## config.mk

```make
export PLATFORM = sky130hd
export DESIGN_NAME = control_rampa
export DESIGN_NICKNAME = d
export VERILOG_FILES = /design/src/rtl/control_rampa_pkg.sv /design/src/rtl/sincronizador_2ff.sv /design/src/rtl/control_rampa.sv
export SDC_FILE = /design/constraint.sdc
export NUM_CORES = 1
export LEC_CHECK = 0
export ABC_AREA = 1
export BUFFER_PORTS_ARGS = -buffer_cell sky130_fd_sc_hd__buf_4
export CAP_MARGIN = 40
export CORE_MARGIN = 2
export CORE_UTILIZATION = 46
export DETAILED_ROUTE_END_ITERATION = 8
export GPL_TIMING_DRIVEN = 0
export PLACE_DENSITY = 0.67
export SETUP_SLACK_MARGIN = 0.5
export SYNTH_ARGS = -nofsm -noshare
export SYNTH_HDL_FRONTEND = slang
export SYNTH_SLANG_ARGS = --single-unit
```

## constraint.sdc

```tcl
create_clock -name clk -period 1.4 [get_ports clk]
set_input_delay 0.28 -clock clk [delete_from_list [all_inputs] [get_ports clk]]
set_output_delay 0.28 -clock clk [all_outputs]
set_load 0.05 [all_outputs]
```

## src/rtl/control_rampa_pkg.sv

```systemverilog
// Shared definitions for the ramp arbiter: state encoding, direction codes, default timings.
// Latency: n/a (definitions only).
// Backpressure: n/a.
package control_rampa_pkg;

  typedef enum logic [1:0] {
    LIBRE     = 2'd0,
    GRANT_IN  = 2'd1,
    GRANT_OUT = 2'd2,
    DESPEJE   = 2'd3
  } estado_t;

  localparam logic DIR_IN  = 1'b0;
  localparam logic DIR_OUT = 1'b1;

  // Defaults also used by the parking-lot top level
  localparam int TIMEOUT_CICLOS_DEF = 50;
  localparam int CLEAR_CICLOS_DEF   = 4;

  function automatic int max_int(input int a, input int b);
    return (a > b) ? a : b;
  endfunction

endpackage

```

## src/rtl/sincronizador_2ff.sv

```systemverilog
// Two-flop synchronizer for one asynchronous level input.
// Latency: 2 clk cycles from input change to q.
// Backpressure: none; q follows d continuously.
module sincronizador_2ff #(
  parameter logic RST_VAL = 1'b1
) (
  input  logic clk,
  input  logic reset,
  input  logic d,
  output logic q
);

  logic meta;

  // Two-stage capture; both stages load RST_VAL so an active-low request reads idle
  always_ff @(posedge clk or negedge reset) begin
    if (!reset) begin
      meta <= RST_VAL;
      q    <= RST_VAL;
    end else begin
      meta <= d;
      q    <= meta;
    end
  end

endmodule

```

## src/rtl/control_rampa.sv

```systemverilog
// Single-lane ramp arbiter: grants entry or exit, with all-red clearance between grants.
// Latency: request low before edge k -> green after edge k+2; grant ends on done or after TIMEOUT_CICLOS.
// Backpressure: entry held off while lleno=1; requests wait in LIBRE until the ramp is free.
module control_rampa
  import control_rampa_pkg::*;
#(
  parameter int TIMEOUT_CICLOS = TIMEOUT_CICLOS_DEF,
  parameter int CLEAR_CICLOS   = CLEAR_CICLOS_DEF
) (
  input  logic       clk,
  input  logic       reset,
  input  logic       req_in_n,
  input  logic       req_out_n,
  input  logic       lleno,
  input  logic       done_in,
  input  logic       done_out,
  output logic       verde_in,
  output logic       verde_out,
  output logic       ocupado,
  output logic       timeout,
  output logic [1:0] estado
);

  // One timer serves both the grant timeout and the clearance count
  localparam int TW = $clog2(max_int(TIMEOUT_CICLOS, CLEAR_CICLOS) + 1);
  localparam logic [TW-1:0] T_LAST = TW'(TIMEOUT_CICLOS - 1);
  localparam logic [TW-1:0] C_LAST = TW'(CLEAR_CICLOS - 1);
  localparam logic [TW-1:0] T_SAT  = '1;

  estado_t       st, st_nx;
  logic [TW-1:0] timer, timer_nx;
  logic          ultimo, ultimo_nx;
  logic          timeout_nx;
  logic          req_in_s_n, req_out_s_n;
  logic          rq_in, rq_out, e_in;

  sincronizador_2ff #(.RST_VAL(1'b1)) u_sync_in (
    .clk   (clk),
    .reset (reset),
    .d     (req_in_n),
    .q     (req_in_s_n)
  );

  sincronizador_2ff #(.RST_VAL(1'b1)) u_sync_out (
    .clk   (clk),
    .reset (reset),
    .d     (req_out_n),
    .q     (req_out_s_n)
  );

  assign rq_in  = ~req_in_s_n;
  assign rq_out = ~req_out_s_n;
  assign e_in   = rq_in & ~lleno;

  // State, timer, round-robin memory and the registered timeout pulse
  always_ff @(posedge clk or negedge reset) begin
    if (!reset) begin
      st      <= LIBRE;
      timer   <= '0;
      ultimo  <= DIR_OUT;
      timeout <= 1'b0;
    end else begin
      st      <= st_nx;
      timer   <= timer_nx;
      ultimo  <= ultimo_nx;
      timeout <= timeout_nx;
    end
  end

  // Next-state logic: arbitration in LIBRE, done/timeout in a grant, fixed clearance
  always_comb begin
    st_nx      = st;
    timer_nx   = (timer == T_SAT) ? timer : timer + TW'(1);
    ultimo_nx  = ultimo;
    timeout_nx = 1'b0;
    unique case (st)
      LIBRE: begin
        timer_nx = '0;
        if (e_in && (!rq_out || ultimo == DIR_OUT)) begin
          st_nx     = GRANT_IN;
          ultimo_nx = DIR_IN;
        end else if (rq_out) begin
          st_nx     = GRANT_OUT;
          ultimo_nx = DIR_OUT;
        end
      end
      GRANT_IN: begin
        if (done_in) begin
          st_nx    = DESPEJE;
          timer_nx = '0;
        end else if (timer == T_LAST) begin
          st_nx      = DESPEJE;
          timer_nx   = '0;
          timeout_nx = 1'b1;
        end
      end
      GRANT_OUT: begin
        if (done_out) begin
          st_nx    = DESPEJE;
          timer_nx = '0;
        end else if (timer == T_LAST) begin
          st_nx      = DESPEJE;
          timer_nx   = '0;
          timeout_nx = 1'b1;
        end
      end
      DESPEJE: begin
        if (timer == C_LAST) begin
          st_nx    = LIBRE;
          timer_nx = '0;
        end
      end
      default: begin
        st_nx    = LIBRE;
        timer_nx = '0;
      end
    endcase
  end

  assign verde_in  = (st == GRANT_IN);
  assign verde_out = (st == GRANT_OUT);
  assign ocupado   = (st == GRANT_IN) || (st == GRANT_OUT);
  assign estado    = st;

endmodule

```

==> metrics.yaml, run 1 <==
timing:
  slew_viol_final: 0
  hold_viol_final: 0
  fin_crit_sh: 1.020
  skew_ns: 0.002900
  setup_ws_ns: -0.02734
  setup_viol: 4
  fmax_mhz: 700.6
  rsz0062_at_grt: "true"
  worst_slew_pin_slew_ns: 0.2419
  relSlewSlack: 0.8373
  tns_ns: -0.08187
  worst_hold_slack_ns: 0.1089
  final.min_clock_period_ns: 1.427
critical_path:
  crit_fanout: 2
  arrival_ns: 1.15
  worstSetupEndpointType: "output port"
  critical_path_class: "reg -> out"
  worstSetupStartpointType: "flip-flop"
  cp.required_ns: 1.12
floorplanning:
  dieArea_um2: 2129
  start_util: 0.4837
  coreArea_um2: 1689
  io_pins: 13
  die_y_um: 46.15
  die_w_um: 46.15
  row_count: 15
synthesis:
  synth_cells: 98
  synth_edf_count: 0
  syn_area_per_cell_um2: 8.337
  synthArstFlopShare: 1.000
  netlist_area_um2: 817.0
  synth.net_count: 111
  yosysSeqAreaShare: 0.4364
  yosys_warnings: 0
  ys_types: 21
  synth-main-ff-cell: "dfrtp_1"
  ys_seq_elements: 14
placement:
  placed_cells: 127
  gp_congestion: 0.7953
  dpl_cell_area_um2: 964.7
  hpwl_mm: 1.045
  portBuffers: 12
global_routing:
  grt_max_degree: 15
  grt.overflow.total: 0
  grt_pass1_vias: 665
  antenna_found_initial: 0
  track_usage: 0.1827
  grt_pass1_wl_mm: 2.725
finish:
  area_growth_pct: 47.47
  nets: 141
  instances_no_fill: 144
  fill_cells: 130
  final_common_cell: "nand2_1"
  drive_gt1_frac: 0.5118
  diodes: 0
  final_area_um2: 1205
  layout_common_cells: "nand2_1 (24), buf_4 (13), nor2_1 (10)"
detailed_routing:
  drtIter0Drc: 5
  via_count: 696
  wl_per_cell_um: 11.44
  routed_via_density: 4.833
  drtAntennaViolNets: 0
  route.detailed.drc: 0
  finalWirelength_mm: 1.647
  first_pass_iters: 3
clocking:
  cts-buffers-inserted: 3
  cts_tree: "built"
  htreeDepth: 1
  cts_sinks: 14
  clk_pin_slew_worst_paths_ns: 0.08
  root_buffer: "clkbuf_4"
  cts_buffer_depth: 2
  clk_latency_ns: 0.27
power:
  ir_worst_vdd_mv: 1.407
  p_leak_nw: 0.5432
  power_density_nw_per_um2: 2233
flow_run:
  cap_violations: 0
hold_path:
  worstHoldPathType: "in -> reg"
run_status:
  outcome: "complete, but fails checks"
  violations: "setup timing"
kinds of logic (layout without fill, tap and decap cells):
logic type	count (synthesis)	count (layout)	share of synthesized area
adder cells (fa/ha/maj)	6	6	0.09188
XOR/XNOR	2	2	0.02144
AND/OR/NAND/NOR	54	54	0.3293
buffers and inverters	14	43	0.06431
AO/OA/AOI/OAI	8	8	0.05667
flip-flops	14	14	0.4365
report_power, final:
part	switching, mW	leakage (nW)	internal [mW]
logic	1.03	0.357	0.857
clock network	0.125	0.0150	0.110
registers	0.0679	0.171	0.498
metrics by stage:
| stage | setup WS, ns | power (mW) | util |
|---|---|---|---|
| after global placement | 0.08082 | 1.802 | 0.5711 |
| final | -0.02734 | 2.690 | 0.7133 |
| after CTS | -0.03612 | 2.620 | 0.6985 |
| after global routing | -0.06342 | 2.868 | 0.7133 |
| after floorplan | -0.03976 | 1.577 | - |
| after detailed placement | 0.08060 | 1.810 | 0.5711 |
Yosys cell counts (2+ instances only):
| cell | number | share of area |
|---|---|---|
| nor2_1 | 11 | 0.051 |
| ha_1 | 6 | 0.092 |
| o21ai_0 | 2 | 0.012 |
| nand2_1 | 24 | 0.11 |
| dfstp_2 | 5 | 0.16 |
| nor2_2 | 8 | 0.061 |
| nand2_2 | 4 | 0.031 |
| nand3_2 | 3 | 0.037 |
| dfrtp_1 | 9 | 0.28 |
| nand3_1 | 2 | 0.012 |
| o21ai_1 | 3 | 0.018 |
| inv_1 | 12 | 0.055 |
worst paths after layout:
kind / cells past startpoint / start / to / slack [ns]
max: 3 / estado[1]$_DFFE_PN0P_ / ocupado / -0.03
min: 1 / req_out_n / u_sync_out.meta$_DFF_PN1_ / 0.11
max reg2reg: 9 / estado[1]$_DFFE_PN0P_ / timer[4]$_DFF_PN0_ / 0.03
min reg2reg: 0 / u_sync_out.meta$_DFF_PN1_ / u_sync_out.q$_DFF_PN1_ / 0.36
max in group asynchronous: 2 / reset / u_sync_in.q$_DFF_PN1_ / 0.78
min in group asynchronous: 2 / reset / timer[3]$_DFF_PN0_ / 0.38
flip-flops by register name, indices dropped and copies added, names as in the netlist:
register         cells
estado               2
timeout              1
timer                6
u_sync_in.meta       1
u_sync_in.q          1
u_sync_out.meta      1
u_sync_out.q         1
ultimo               1
timing repair:
action                                  4_1_cts  5_1_grt
hold buffers                                  1        0
pin swaps                                    13        5
setup buffers                                11        1
endpoints found under the setup margin       16       16
resized for setup                            26        5
endpoints found under the hold margin         9        0
area by class of cell:
type,count,area [µm²],share of cell area
Clock buffer,4,26.28,0.02181
Tap cell,17,21.27,0.01765
Sequential cell,14,359.1,0.2980
Inverter,14,60.06,0.04984
Timing Repair Buffer,25,250.2,0.2077
Multi-Input combinational cell,70,488.0,0.4050
routing by layer:
layer,vias to the layer above,GRT usage,part of all wire
li1,359,-,-
met1,318,0.2087,0.44
met2,15,0.3194,0.51
met3,4,0.04314,0.030
met4,0,0.08000,0.018
met5,-,0,0
critical path: stages (launching register included):
cell and delay (ns):
dfrtp_2 0.40, inv_4 0.06, ha_4 0.27, buf_8 0.14
No activity file was read; power rests on OpenSTA's default activity.
==> run 2: changes to the inputs <==
--- a/config.mk
+++ b/config.mk
@@ -10,10 +10,12 @@
 export CAP_MARGIN = 40
 export CORE_MARGIN = 2
 export CORE_UTILIZATION = 46
+export CTS_BUF_LIST = sky130_fd_sc_hd__clkbuf_16
 export DETAILED_ROUTE_END_ITERATION = 8
 export GPL_TIMING_DRIVEN = 0
-export PLACE_DENSITY = 0.67
+export PLACE_DENSITY = 0.7
 export SETUP_SLACK_MARGIN = 0.5
+export SLEW_MARGIN = 20
 export SYNTH_ARGS = -nofsm -noshare
 export SYNTH_HDL_FRONTEND = slang
 export SYNTH_SLANG_ARGS = --single-unit
==> constraint.sdc (replaced) <==
create_clock -name clk -period 1.2 [get_ports clk]
set_input_delay 0.24 -clock clk [delete_from_list [all_inputs] [get_ports clk]]
set_output_delay 0.24 -clock clk [all_outputs]
set_load 0.05 [all_outputs]
==> run 2 against run 1 <==
The run still ends with setup timing left. Clock power increased to 2.7 times the previous value. Clock skew decreased by 0.0014 ns. Cell count decreased by 2.1%. Register-to-register slack got worse by 0.13 ns. Setup slack got worse by 0.14 ns. Largest power group unchanged. Non-clock buffer count decreased by 3. Sequential share of layout area decreased by 0.47 points. Core utilization increased by 1.4 points.
==> metrics.yaml, run 2 (same netlist as run 1, synthesis figures left out) <==
detailed_routing:
  drtIter0Drc: 15  # +10
  wl_per_cell_um: 12.36  # +8.1%
  drtAntennaViolNets: 0  # unchanged
  route.detailed.drc: 0  # unchanged
  first_pass_iters: 4  # +1
  finalWirelength_mm: 1.743  # +5.8%
  via_count: 696  # unchanged
  routed_via_density: 4.936  # +2.1%
floorplanning:
  die_w_um: 46.15  # unchanged
  coreArea_um2: 1689  # unchanged
  die_y_um: 46.15  # unchanged
  row_count: 15  # unchanged
  start_util: 0.4837  # unchanged
  dieArea_um2: 2129  # unchanged
  io_pins: 13  # unchanged
timing:
  fmax_mhz: 732.2
  setup_viol: 13  # +9
  fin_crit_sh: 1.138
  hold_viol_final: 0  # unchanged
  worst_hold_slack_ns: 0.09793  # -0.01102 ns
  slew_viol_final: 0  # unchanged
  skew_ns: 0.001519  # -0.001381 ns
  relSlewSlack: 0.8359  # -0.001443
  rsz0062_at_grt: "true"
  worst_slew_pin_slew_ns: 0.2441  # +0.002145 ns
  final.min_clock_period_ns: 1.366
  setup_ws_ns: -0.1657  # -0.1384 ns
finish:
  final_area_um2: 1229  # +2.0%
  fin_util: 0.7274  # +0.01407
  drive_gt1_frac: 0.4919  # -0.01988
  instances_no_fill: 141  # -2.1%
  diodes: 0  # unchanged
  nets: 138  # -2.1%
  largest_register_ffs: 6  # unchanged
  largest_register: "timer"
  area_growth_pct: 50.38
  final_common_cell: "nand2_1"
  layout_common_cells: "nand2_1 (24), buf_4 (12), nor2_1 (11)"
global_routing:
  antenna_found_initial: 0  # unchanged
  grt_pass1_wl_mm: 2.718  # -0.26%
  grt_pass1_vias: 647  # -2.7%
  grt_max_degree: 15  # unchanged
  track_usage: 0.1934  # +0.01067
  grt.overflow.total: 0  # unchanged
critical_path:
  r2r_start: "estado[1]$_DFFE_PN0P_"
  arrival_ns: 1.13  # -0.02 ns
  worstSetupEndpointType: "output port"
  worstSetupStartpointType: "flip-flop"
  crit_fanout: 3  # +1
  cp.required_ns: 0.96  # -0.16 ns
  critical_path_class: "reg -> out"
  startpoint: "estado[1]$_DFFE_PN0P_"
clocking:
  clk_latency_ns: 0.25  # -0.02 ns
  cts_buffer_depth: 2  # unchanged
  cts-buffers-inserted: 3  # unchanged
  cts_sinks: 14  # unchanged
  htreeDepth: 1  # unchanged
  root_buffer: "clkbuf_16"
  clk_pin_slew_worst_paths_ns: 0.05  # -0.03 ns
  cts_tree: "built"
hold_path:
  worstHoldPathType: "in -> reg"
  min-delay-start: "req_out_n"
power:
  power_density_nw_per_um2: 2776  # +24%
  p_leak_nw: 0.5467  # +0.63%
  p_sw_frac: 0.4257  # -0.02973
  ir_worst_vdd_mv: 1.644  # +17%
  power_frac_seq: 0.197  # -0.013
  switchingPower_mw: 1.452  # +19%
  p_int_mw: 1.959  # +34%
  clkPwrFrac: 0.189  # +0.101
  power_frac_comb: 0.615  # -0.087
run_status:
  outcome: "complete, but fails checks"
  violations: "setup timing"
flow_run:
  cap_violations: 0  # unchanged
placement:
  portBuffers: 12  # unchanged
  gp_congestion: 0.8070  # +1.5%
  dpl_cell_area_um2: 965.9  # +0.13%
  hpwl_mm: 1.129  # +8.0%
  placed_cells: 127  # unchanged
-- run 2: layer usage --
layer  GRT usage  share of wire  vias up
met4      0.1543          0.030        0
li1            -              -      356
met5           0              0        -
met1      0.2044           0.43      312
met3     0.05490          0.037        6
met2      0.3167           0.50       22
-- run 2: stage by stage --
stage | setup slack, ns | setup TNS, ns | total power [mW]
global placement | -0.1160 | -0.6249 | 2.098
CTS | -0.1593 | -1.205 | 3.293
detailed placement | -0.1288 | -0.8143 | 2.124
global route | -0.2211 | -2.336 | 3.628
finish | -0.1657 | -1.364 | 3.411
floorplan | -0.2398 | -2.074 | 1.839
-- run 2: area by class of cell --
cell class | count | area, µm²
clock inverters | 1 | 3.754
inverters | 14 | 57.56
repair buffers | 22 | 224.0
clock buffers | 3 | 75.07
flip-flops and latches | 14 | 360.3
well taps | 17 | 21.27
fillers | 135 | 460.4
multi-input cells | 70 | 486.7
-- run 2: critical path, cell delays in order (launching register included) --
cell     delay (ns)
dfrtp_2        0.43
buf_6          0.14
ha_4           0.17
buf_8          0.14
-- run 2: power groups by stage --
stage                     registers (mW)  clock network (mW)  logic, mW
after floorplan                    0.805                   0       1.03
after global placement             0.705                   0       1.39
after detailed placement           0.711                   0       1.41
after CTS                          0.667               0.645       1.98
after global routing               0.687               0.674       2.27
final                              0.671               0.644       2.10
-- run 2: final timing paths --
| kind | to | slack, ns | cells after the start |
|---|---|---|---|
| worst max-delay path | verde_out | -0.17 | 3 |
| worst min-delay path | u_sync_out.meta$_DFF_PN1_ | 0.1 | 1 |
| worst max register to register | timer[4]$_DFF_PN0_ | -0.10 | 7 |
| worst min register to register | u_sync_out.q$_DFF_PN1_ | 0.36 | 0 |
| max in group asynchronous | u_sync_in.q$_DFF_PN1_ | 0.55 | 2 |
| min in group asynchronous | estado[0]$_DFFE_PN0P_ | 0.42 | 2 |
-- run 2: repair_timing --
action / 4_1_cts / 5_1_grt
hold buffers: 1 / 0
gates cloned: 0 / 0
endpoints found under the hold margin: 9 / 0
buffers inserted: 8 / 1
setup endpoints to repair: 16 / 16
resized for setup: 23 / 4
pin swaps: 4 / 7
